$ cat src/rtl/mkio_pkg.sv
// Shared types and helpers for the MKIO remote-terminal sequencer.
package mkio_pkg;

  typedef enum logic [2:0] {
    IDLE,
    RX_DATA,
    GAP,
    TX_STATUS,
    TX_RD,
    TX_DATA,
    DRAIN
  } seq_state_e;

  typedef struct packed {
    logic [4:0] addr;
    logic       tr;
    logic [4:0] sa;
    logic [4:0] wc;
  } cmd_word_t;

  localparam int unsigned ME_BIT = 10;

  // A word-count field of zero encodes a 32-word message.
  function automatic logic [5:0] wc_to_n(input logic [4:0] wc);
    return (wc == 5'd0) ? 6'd32 : {1'b0, wc};
  endfunction

  function automatic logic [15:0] status_word(input logic [4:0] rt, input logic me);
    logic [15:0] s;
    s         = '0;
    s[15:11]  = rt;
    s[ME_BIT] = me;
    return s;
  endfunction

endpackage

$ cat src/rtl/mkio_timer.sv
// Loadable down-counter shared by the response gap and the word timeout.
module mkio_timer #(
  parameter int unsigned W = 10
) (
  input  logic         clk,
  input  logic         rst,
  input  logic         load,
  input  logic [W-1:0] load_val,
  output logic         expired
);

  logic [W-1:0] cnt_q;

  always_ff @(posedge clk or negedge rst) begin
    if (!rst) begin
      cnt_q <= '0;
    end else if (load) begin
      cnt_q <= load_val;
    end else if (cnt_q != '0) begin
      cnt_q <= cnt_q - W'(1);
    end
  end

  // Flags the last counted cycle so the consumer transitions exactly load_val cycles after loading.
  assign expired = (cnt_q == W'(1));

endmodule

$ cat src/rtl/mkio_rt_sequencer.sv
// MKIO remote-terminal transaction sequencer: command lock-on, DEV2 receive, DEV4 transmit, status reply.
module mkio_rt_sequencer
  import mkio_pkg::*;
#(
  parameter logic [4:0]  RT_ADDR      = 5'd1,
  parameter logic [4:0]  RX_SUBADDR   = 5'd2,
  parameter logic [4:0]  TX_SUBADDR   = 5'd4,
  parameter int unsigned GAP_CYCLES   = 128,
  parameter int unsigned WORD_TIMEOUT = 768
) (
  input  logic        clk,
  input  logic        rst,
  input  logic        rxa_valid,
  input  logic        rxa_sync,
  input  logic [15:0] rxa_data,
  input  logic        rxa_err,
  input  logic        rxb_valid,
  input  logic        rxb_sync,
  input  logic [15:0] rxb_data,
  input  logic        rxb_err,
  output logic        tx_req,
  output logic        tx_sync,
  output logic [15:0] tx_data,
  output logic        tx_chan,
  input  logic        tx_ack,
  input  logic        tx_busy,
  output logic        tx_inhibit_a,
  output logic        tx_inhibit_b,
  output logic        m2_we,
  output logic [4:0]  m2_addr,
  output logic [15:0] m2_wdata,
  output logic [4:0]  m4_addr,
  input  logic [15:0] m4_rdata,
  output logic        busy_dev2,
  output logic        busy_dev4,
  output logic        msg_done,
  output logic        msg_err
);

  localparam int unsigned TMR_MAX = (GAP_CYCLES > WORD_TIMEOUT) ? GAP_CYCLES : WORD_TIMEOUT;
  localparam int unsigned TW      = $clog2(TMR_MAX + 1);

  seq_state_e state_q, state_d;
  logic       chan_q, me_q, rx_ok_q, tx_ok_q;
  logic [5:0] n_q, idx_q;

  cmd_word_t  cmd_a, cmd_b, cmd_new;
  logic       hit_a, hit_b, take_cmd, new_chan, cmd_rx_ok, cmd_tx_ok;
  logic       act_valid, act_sync, act_err;
  logic [15:0] act_data;
  logic       load_gap, load_to, do_wr, do_adv, do_abort, do_done, tmr_exp;
  logic [TW-1:0] tmr_val;

  assign cmd_a     = cmd_word_t'(rxa_data);
  assign cmd_b     = cmd_word_t'(rxb_data);
  assign hit_a     = rxa_valid & rxa_sync & ~rxa_err & (cmd_a.addr == RT_ADDR);
  assign hit_b     = rxb_valid & rxb_sync & ~rxb_err & (cmd_b.addr == RT_ADDR);
  assign take_cmd  = hit_a | hit_b;
  assign new_chan  = ~hit_a;
  assign cmd_new   = hit_a ? cmd_a : cmd_b;
  assign cmd_rx_ok = ~cmd_new.tr & (cmd_new.sa == RX_SUBADDR);
  assign cmd_tx_ok =  cmd_new.tr & (cmd_new.sa == TX_SUBADDR);

  assign act_valid = chan_q ? rxb_valid : rxa_valid;
  assign act_sync  = chan_q ? rxb_sync  : rxa_sync;
  assign act_err   = chan_q ? rxb_err   : rxa_err;
  assign act_data  = chan_q ? rxb_data  : rxa_data;

  assign tmr_val = load_gap ? TW'(GAP_CYCLES) : TW'(WORD_TIMEOUT);

  mkio_timer #(.W(TW)) u_timer (
    .clk      (clk),
    .rst      (rst),
    .load     (load_gap | load_to),
    .load_val (tmr_val),
    .expired  (tmr_exp)
  );

  always_ff @(posedge clk or negedge rst) begin
    if (!rst) state_q <= IDLE;
    else      state_q <= state_d;
  end

  // A self-addressed command wins over everything else, in any state.
  always_comb begin
    state_d  = state_q;
    load_gap = 1'b0;
    load_to  = 1'b0;
    do_wr    = 1'b0;
    do_adv   = 1'b0;
    do_abort = 1'b0;
    do_done  = 1'b0;
    if (take_cmd) begin
      state_d  = cmd_new.tr ? GAP : RX_DATA;
      load_gap = cmd_new.tr;
      load_to  = ~cmd_new.tr;
    end else begin
      unique case (state_q)
        IDLE: ;
        RX_DATA: begin
          if (act_valid) begin
            if (act_err || act_sync) begin
              do_abort = 1'b1;
              state_d  = IDLE;
            end else begin
              do_wr = 1'b1;
              if (idx_q + 6'd1 == n_q) begin
                state_d  = GAP;
                load_gap = 1'b1;
              end else begin
                load_to = 1'b1;
              end
            end
          end else if (tmr_exp) begin
            do_abort = 1'b1;
            state_d  = IDLE;
          end
        end
        GAP:       if (tmr_exp) state_d = TX_STATUS;
        TX_STATUS: if (tx_ack) state_d = tx_ok_q ? TX_RD : DRAIN;
        TX_RD:     state_d = TX_DATA;
        TX_DATA: begin
          if (tx_ack) begin
            do_adv  = 1'b1;
            state_d = (idx_q + 6'd1 < n_q) ? TX_RD : DRAIN;
          end
        end
        DRAIN: begin
          if (!tx_busy) begin
            do_done = 1'b1;
            state_d = IDLE;
          end
        end
        default: state_d = IDLE;
      endcase
    end
  end

  always_ff @(posedge clk or negedge rst) begin
    if (!rst) begin
      chan_q   <= 1'b0;
      me_q     <= 1'b0;
      rx_ok_q  <= 1'b0;
      tx_ok_q  <= 1'b0;
      n_q      <= '0;
      idx_q    <= '0;
      m2_we    <= 1'b0;
      m2_addr  <= '0;
      m2_wdata <= '0;
      msg_done <= 1'b0;
      msg_err  <= 1'b0;
    end else begin
      m2_we    <= 1'b0;
      msg_done <= do_done;
      msg_err  <= do_abort | (take_cmd & (state_q != IDLE));
      if (take_cmd) begin
        chan_q  <= new_chan;
        n_q     <= wc_to_n(cmd_new.wc);
        idx_q   <= '0;
        rx_ok_q <= cmd_rx_ok;
        tx_ok_q <= cmd_tx_ok;
        me_q    <= ~(cmd_rx_ok | cmd_tx_ok);
      end else begin
        if (do_wr && rx_ok_q) begin
          m2_we    <= 1'b1;
          m2_addr  <= idx_q[4:0];
          m2_wdata <= act_data;
        end
        if (do_wr || do_adv) idx_q <= idx_q + 6'd1;
        if (state_d == IDLE) me_q <= 1'b0;
      end
    end
  end

  always_comb begin
    tx_req    = 1'b0;
    tx_sync   = 1'b0;
    tx_data   = '0;
    busy_dev2 = 1'b0;
    busy_dev4 = 1'b0;
    unique case (state_q)
      RX_DATA: busy_dev2 = rx_ok_q;
      GAP, TX_RD: busy_dev4 = tx_ok_q;
      TX_STATUS: begin
        tx_req    = 1'b1;
        tx_sync   = 1'b1;
        tx_data   = status_word(RT_ADDR, me_q);
        busy_dev4 = tx_ok_q;
      end
      TX_DATA: begin
        tx_req    = 1'b1;
        tx_data   = m4_rdata;
        busy_dev4 = tx_ok_q;
      end
      default: ;
    endcase
  end

  assign tx_chan      = chan_q;
  assign m4_addr      = idx_q[4:0];
  assign tx_inhibit_a = (state_q != IDLE) &  chan_q;
  assign tx_inhibit_b = (state_q != IDLE) & ~chan_q;

endmodule

$ cat config.mk
export PLATFORM = sky130hd
export DESIGN_NAME = mkio_rt_sequencer
export DESIGN_NICKNAME = d
export VERILOG_FILES = /design/src/rtl/mkio_pkg.sv /design/src/rtl/mkio_timer.sv /design/src/rtl/mkio_rt_sequencer.sv
export SDC_FILE = /design/constraint.sdc
export NUM_CORES = 1
export LEC_CHECK = 0
export BUFFER_PORTS_ARGS = -buffer_cell sky130_fd_sc_hd__buf_2
export CAP_MARGIN = 20
export CORE_UTILIZATION = 50
export CTS_CLUSTER_DIAMETER = 200
export DETAILED_ROUTE_END_ITERATION = 12
export GPL_ROUTABILITY_DRIVEN = 0
export PLACE_DENSITY = 0.8
export RECOVER_POWER = 25
export SLEW_MARGIN = 25
export SYNTH_ARGS = -nofsm -noshare
export SYNTH_HDL_FRONTEND = slang
export SYNTH_HIERARCHICAL = 1
export SYNTH_SLANG_ARGS = --single-unit
$ cat constraint.sdc
create_clock -name clk -period 2.9 [get_ports clk]
set_clock_uncertainty 0.1 [all_clocks]
set_input_delay 0.435 -clock clk [delete_from_list [all_inputs] [get_ports clk]]
set_output_delay 0.435 -clock clk [all_outputs]
set_load 0.05 [all_outputs]
Word level (Yosys, flattened, before mapping)
Cells that the tools add are included.

storage, ports and cells
  register bits after elaboration = 53
  bits of input ports = 58
  output and inout port bits = 52

cells by class
  add/subtract/negate cells = 2
  $lt $le $gt $ge = 1
  equal/unequal tests = 12
  multiplexer cells = 58
  bitwise gates (word level) = 22
  reductions and logical operators = 14

operators with widths
  operator                                             count
  two-way mux 1 bit                                    36
  case mux 16 bit (2 select lines)                     1
  two-way mux 10 bit                                   3
  two-way mux 3 bit                                    9
  case mux 3 bit (7 select lines)                      1
  two-way mux 6 bit                                    3
  two-way mux 16 bit                                   1
  AND 1 bit                                            11
  two-way mux 11 bit                                   1
  == test 10 x 1 -> 1 bit (second input constant)      1
  == test 5 x 1 -> 1 bit (second input constant)       2
  nonzero test 10 bit                                  1
  subtractor 10 x 1 -> 10 bit (second input constant)  1
  == test 3 bit (second input constant)                3
  inverter 1 bit                                       7
  adder 6 x 1 -> 6 bit (second input constant)         1
  == test 3 x 2 -> 1 bit (second input constant)       2
  == test 6 bit                                        1
  zero test 3 bit                                      2
  < comparator 6 bit                                   1
  two-way mux 2 bit                                    3
  nonzero test 2 bit                                   3
  == test 5 x 2 -> 1 bit (second input constant)       1
  == test 5 x 3 -> 1 bit (second input constant)       1
  9 further kinds                                      13

Logic depth before layout (Yosys ltp)
  depth after elaboration = 10
  mapped depth = 11
  mapped depth without buffers = 11

By module
Netlist, hierarchy kept.

by module, submodules not included
  module             times used  cells each  area each (µm²)  sequential area each (µm²)
  mkio_rt_sequencer  1           274         2538.7           1076.0
  mkio_timer         1           63          620.6            250.2

Worst setup path before layout
No wires, ideal clock.

  path type = reg-to-output
  from = register chan_q, in the netlist tx_chan
  to = output tx_inhibit_a
  arrival = 2205 ps
  required time = 2365 ps
  path slack = 160 ps
  stages on the path, launching flop included = 4
  buffers on the path = 2
  path through = dfrtp_1 buf_2 clkbuf_1 nor2b_1

between the ends
  word-level cells in the longest chain between the ends = 1

ends and longest elaborated chain
  what                    RTL line                  RTL
  from (decl)             mkio_rt_sequencer.sv:44   logic chan_q, me_q, rx_ok_q, tx_ok_q;
  from (signal assigned)  mkio_rt_sequencer.sv:157  chan_q <= new_chan;
  AND 1 bit               mkio_rt_sequencer.sv:201  assign tx_inhibit_a = (state_q != IDLE) & chan_q;
  to (decl)               mkio_rt_sequencer.sv:27   output logic tx_inhibit_a,

No other way between the ends.

Worst setup path after layout
  from = register idx_q[0]
  to = register me_q

between the ends
  word-level cells in the longest chain between the ends = 9

ends and longest elaborated chain
  what                                                        RTL line                                            RTL
  from (decl)                                                 mkio_rt_sequencer.sv:45                             logic [5:0] n_q, idx_q;
  from (signal assigned)                                      mkio_rt_sequencer.sv:169                            if (do_wr || do_adv) idx_q <= idx_q + 6'd1;
  adder 6 x 1 -> 6 bit (*)                                    mkio_rt_sequencer.sv:107, mkio_rt_sequencer.sv:125
  branches (longest 4 deep; another with < comparator 6 bit)  --
  case mux 3 bit (7 select lines) (*)                         mkio_rt_sequencer.sv:98                             unique case (state_q)
  two-way mux 3 bit (*)                                       mkio_rt_sequencer.sv:93                             if (take_cmd) begin
  zero test 3 bit (*)                                         mkio_rt_sequencer.sv:170                            if (state_d == IDLE) me_q <= 1'b0;
  nonzero test 2 bit (no source line) (*)                     --
  to (signal assigned)                                        mkio_rt_sequencer.sv:162                            me_q <= ~(cmd_rx_ok | cmd_tx_ok);
  to (decl)                                                   mkio_rt_sequencer.sv:44

Mark *: on every way between the ends.
A chain may end at the register's enable or synchronous reset.

==> flow_summary_export.csv <==
group,metric,value,unit
outcome,status,"finished, violations left",
outcome,violations,"max-capacitance violations, max-slew violations",
placement,numPortBuffers,109,
clock_network,clockRootBuffer,"clkbuf_8",
global_route,grt_max_degree,42,
placement,hpwlAfterDp,5877,um
global_route,grt_pass1_vias,2707,
setup_path,critPathMaxFanout,6,
synthesis,synth_cells,337,
setup_path,cp_slowest_cell,"dfrtp_1",
sta,min_period,2.544,ns
floorplanning,die_h,81.49,um
drt,drt_first_pass_iters,4,
setup_path,end_kind,"register",
clock_network,cts.sinks,53,
setup_path,slowest_delay,0.46,ns
sta,worst_slew_pin_slew,2.119,ns
finish,antennaDiodeCount,0,
synthesis,ys_ff_latch,53,
drt,first_iter_violations,129,
finish,utilization,0.6487,
finish,nNetsFinal,514,
synthesis,yosys-top-cells-area,"dfrtp_1, mux2i_1, nand2_1, ha_1, o21ai_1",
clock_network,clk_pin_slew_worst_paths,0.10,ns
global_route,antenna_found_initial,0,
finish,drive_above_1_share,0.3170,
finish,syn2layout_area_growth,23.01,%
clock_network,h-tree-depth,2,
synthesis,synth_area,3159,um2
global_route,grt_pass1_wl,12050,um
synthesis,netlist_top_cells_count,"dfrtp_1, nand2_1, nor2_1, mux2i_1, o21ai_1",
sta,final-setup-viol-count,0,
sta,finalSetupTns,0,ns
synthesis,ys_seq_area_frac,0.4198,
sta,min_period_over_period,0.8772,
drt,vias,2884,
clock_network,numCtsBuffers,5,
drt,vias_per_cell,5.514,
floorplanning,core,5991,um2
finish,multi_input_area,1675,um2
synthesis,synth_ff_type,"dfrtp_1",
finish,finalInstanceArea,3886,um2
drt,routedWlPerCell,14.40,um
sta,relSlewSlack,-0.4127,
synthesis,yosys.area.top_type,"dfrtp_1",
setup_path,crit_chain,"nand3_1 -> nor2_1 -> xor2_1 -> ha_1 -> a21oi_1 -> o221ai_1 -> a221oi_2 -> nand3b_1 -> a32o_1",
setup_path,crit_type,"register to register",
floorplanning,io_pins,110,
worst_hold_path,hp-class,"primary input to register",
sta,clock.fmax,393.1,MHz
floorplanning,die_w,81.49,um
setup_path,cp.required,2.99,ns
floorplanning,initial_core_util,0.5274,
synthesis,yosysTopAreaCellShare,0.4198,
synthesis,yosysMostFrequentCell,"dfrtp_1",
clock_network,cts_hold_buffers,0,
sta,hold_viol,0,
finish,seqCellArea,1326,um2
setup_path,arrival,2.64,ns
synthesis,ys_async_sr_fraction,1.000,
synthesis,syn-mean-instance-area,9.375,um2
floorplanning,rows,28,
synthesis,synth_edf_count,0,
synthesis,yosysWarnings,6,
clock_network,clk_path_buf_depth,2,
synthesis,synth_cell_types,61,
finish,fillCellCount,495,
clock_network,clk_latency,0.30,ns
drt,ant_nets,0,
sta,timing.final.max_slew_violations,42,
run,maxCapViolCount,1,
setup_path,critPathLaunchType,"register",
floorplanning,die-area,6641,um2
global_route,gr-usage-all-layers,0.2344,
global_route,grt_overflow,0,
drt,drc,0,
placement,placed_area,3766,um2
power,power_leakage,1.981,nW
clock_network,cts_setup_buffers,0,
power,vdd_drop_max,0.0004593,V
power,pwr_density_cell,782.3,nW/um2
sta,rsz0062_at_grt,"false",
drt,wl,7532,um
clock_network,cts_tree,"built",
==> stage by stage <==
step	cells	hold slack, ns	power (mW)	worst slack, ns
finish	523	0.2326	3.040	0.3562
CTS	523	0.1903	3.044	0.2851
detailed placement	515	0.3698	2.537	0.3639
global route	523	0.2242	3.241	0.07392
global placement	515	0.3646	2.494	0.4748
floorplan	343	0.03941	2.209	0.1604
==> path summary, 6_finish.rpt <==
kind | start | endpoint | slack, ns | cells after the start
worst max-delay path | idx_q[0]$_DFFE_PN0P_ | me_q$_DFFE_PN0P_ | 0.36 | 9
worst min-delay path | tx_busy | msg_done$_DFF_PN0_ | 0.23 | 2
worst max register to register | idx_q[0]$_DFFE_PN0P_ | me_q$_DFFE_PN0P_ | 0.36 | 9
worst min register to register | m2_wdata[14]$_DFFE_PN0P_ | m2_wdata[14]$_DFFE_PN0P_ | 0.39 | 2
max in group asynchronous | rst | idx_q[5]$_DFFE_PN0P_ | 0.86 | 1
min in group asynchronous | rst | n_q[1]$_DFFE_PN0N_ | 0.63 | 1
==> critical path: cells and delay by family (launching register included) <==
family	cells	cell delay, ns
fa+ha+maj	1	0.30
simple gates	3	0.44
flops	1	0.46
xor+xnor	1	0.23
compound gates	4	0.90
==> power by group <==
| part | total (mW) | internal (mW) | switching, mW |
|---|---|---|---|
| Combinational | 1.38 | 0.471 | 0.911 |
| Clock | 0.505 | 0.259 | 0.246 |
| Sequential | 1.15 | 0.937 | 0.217 |
| Total | 3.04 | 1.67 | 1.37 |
==> registers in the layout, indices dropped and copies added (netlist names), 3 cells and up <==
register,count
m2_wdata,16
u_timer/cnt_q,10
idx_q,6
n_q,6
m2_addr,5
state_q,3
==> logic make-up (layout without fill, tap and decap cells) <==
| family | after synthesis | count (layout) | share of synthesized area |
|---|---|---|---|
| xor gates and xnor gates | 8 | 8 | 0.02218 |
| and+or+nand+nor | 128 | 128 | 0.2162 |
| AOI/OAI and AO/OA | 70 | 70 | 0.1410 |
| adders and majority gates | 9 | 9 | 0.03564 |
| muxes | 32 | 32 | 0.1049 |
| other | 1 | 7 | 0.001187 |
| buffers and inverters | 36 | 141 | 0.05900 |
| DFF | 53 | 53 | 0.4198 |
==> area by class of cell <==
cell class	count	area share
Sequential cell	53	0.3413
Clock inverter	3	0.01191
Timing Repair Buffer	120	0.1613
Clock buffer	5	0.01771
Inverter	13	0.01256
Multi-Input combinational cell	254	0.4311
Tap cell	75	0.02415
==> metal layers <==
metal	global-route usage	part of all wire
met5	0	0
met4	0.06071	0.017
met3	0.03111	0.051
met2	0.4183	0.51
met1	0.2967	0.43
==> repair_timing <==
action,in CTS,in global routing
endpoints found under the hold margin,0,0
gates resized for setup,0,1
endpoints found under the setup margin,0,1
==> cell usage in the layout, fill, tap and decap left out, types with 2 or more instances in the layout <==
cell type	instances
a211oi_1	2
a21oi_1	10
a22o_1	9
and2_1	16
and3_1	2
and4b_1	2
buf_2	108
buf_4	11
clkbuf_8	5
conb_1	7
dfrtp_1	53
ha_1	9
inv_1	12
mux2_1	5
mux2_2	4
mux2i_1	23
nand2_1	41
nand3_1	5
nand4_1	2
nand4b_1	2
nor2_1	26
nor2b_1	3
nor3_1	5
nor3b_1	3
nor4_1	5
nor4b_1	2
nor4bb_1	2
o21a_1	2
o21ai_0	8
o21ai_1	22
o22ai_1	3
o31ai_1	2
or4_4	2
xnor2_1	5
xor2_1	3
Power figures use the tool's default switching activity.
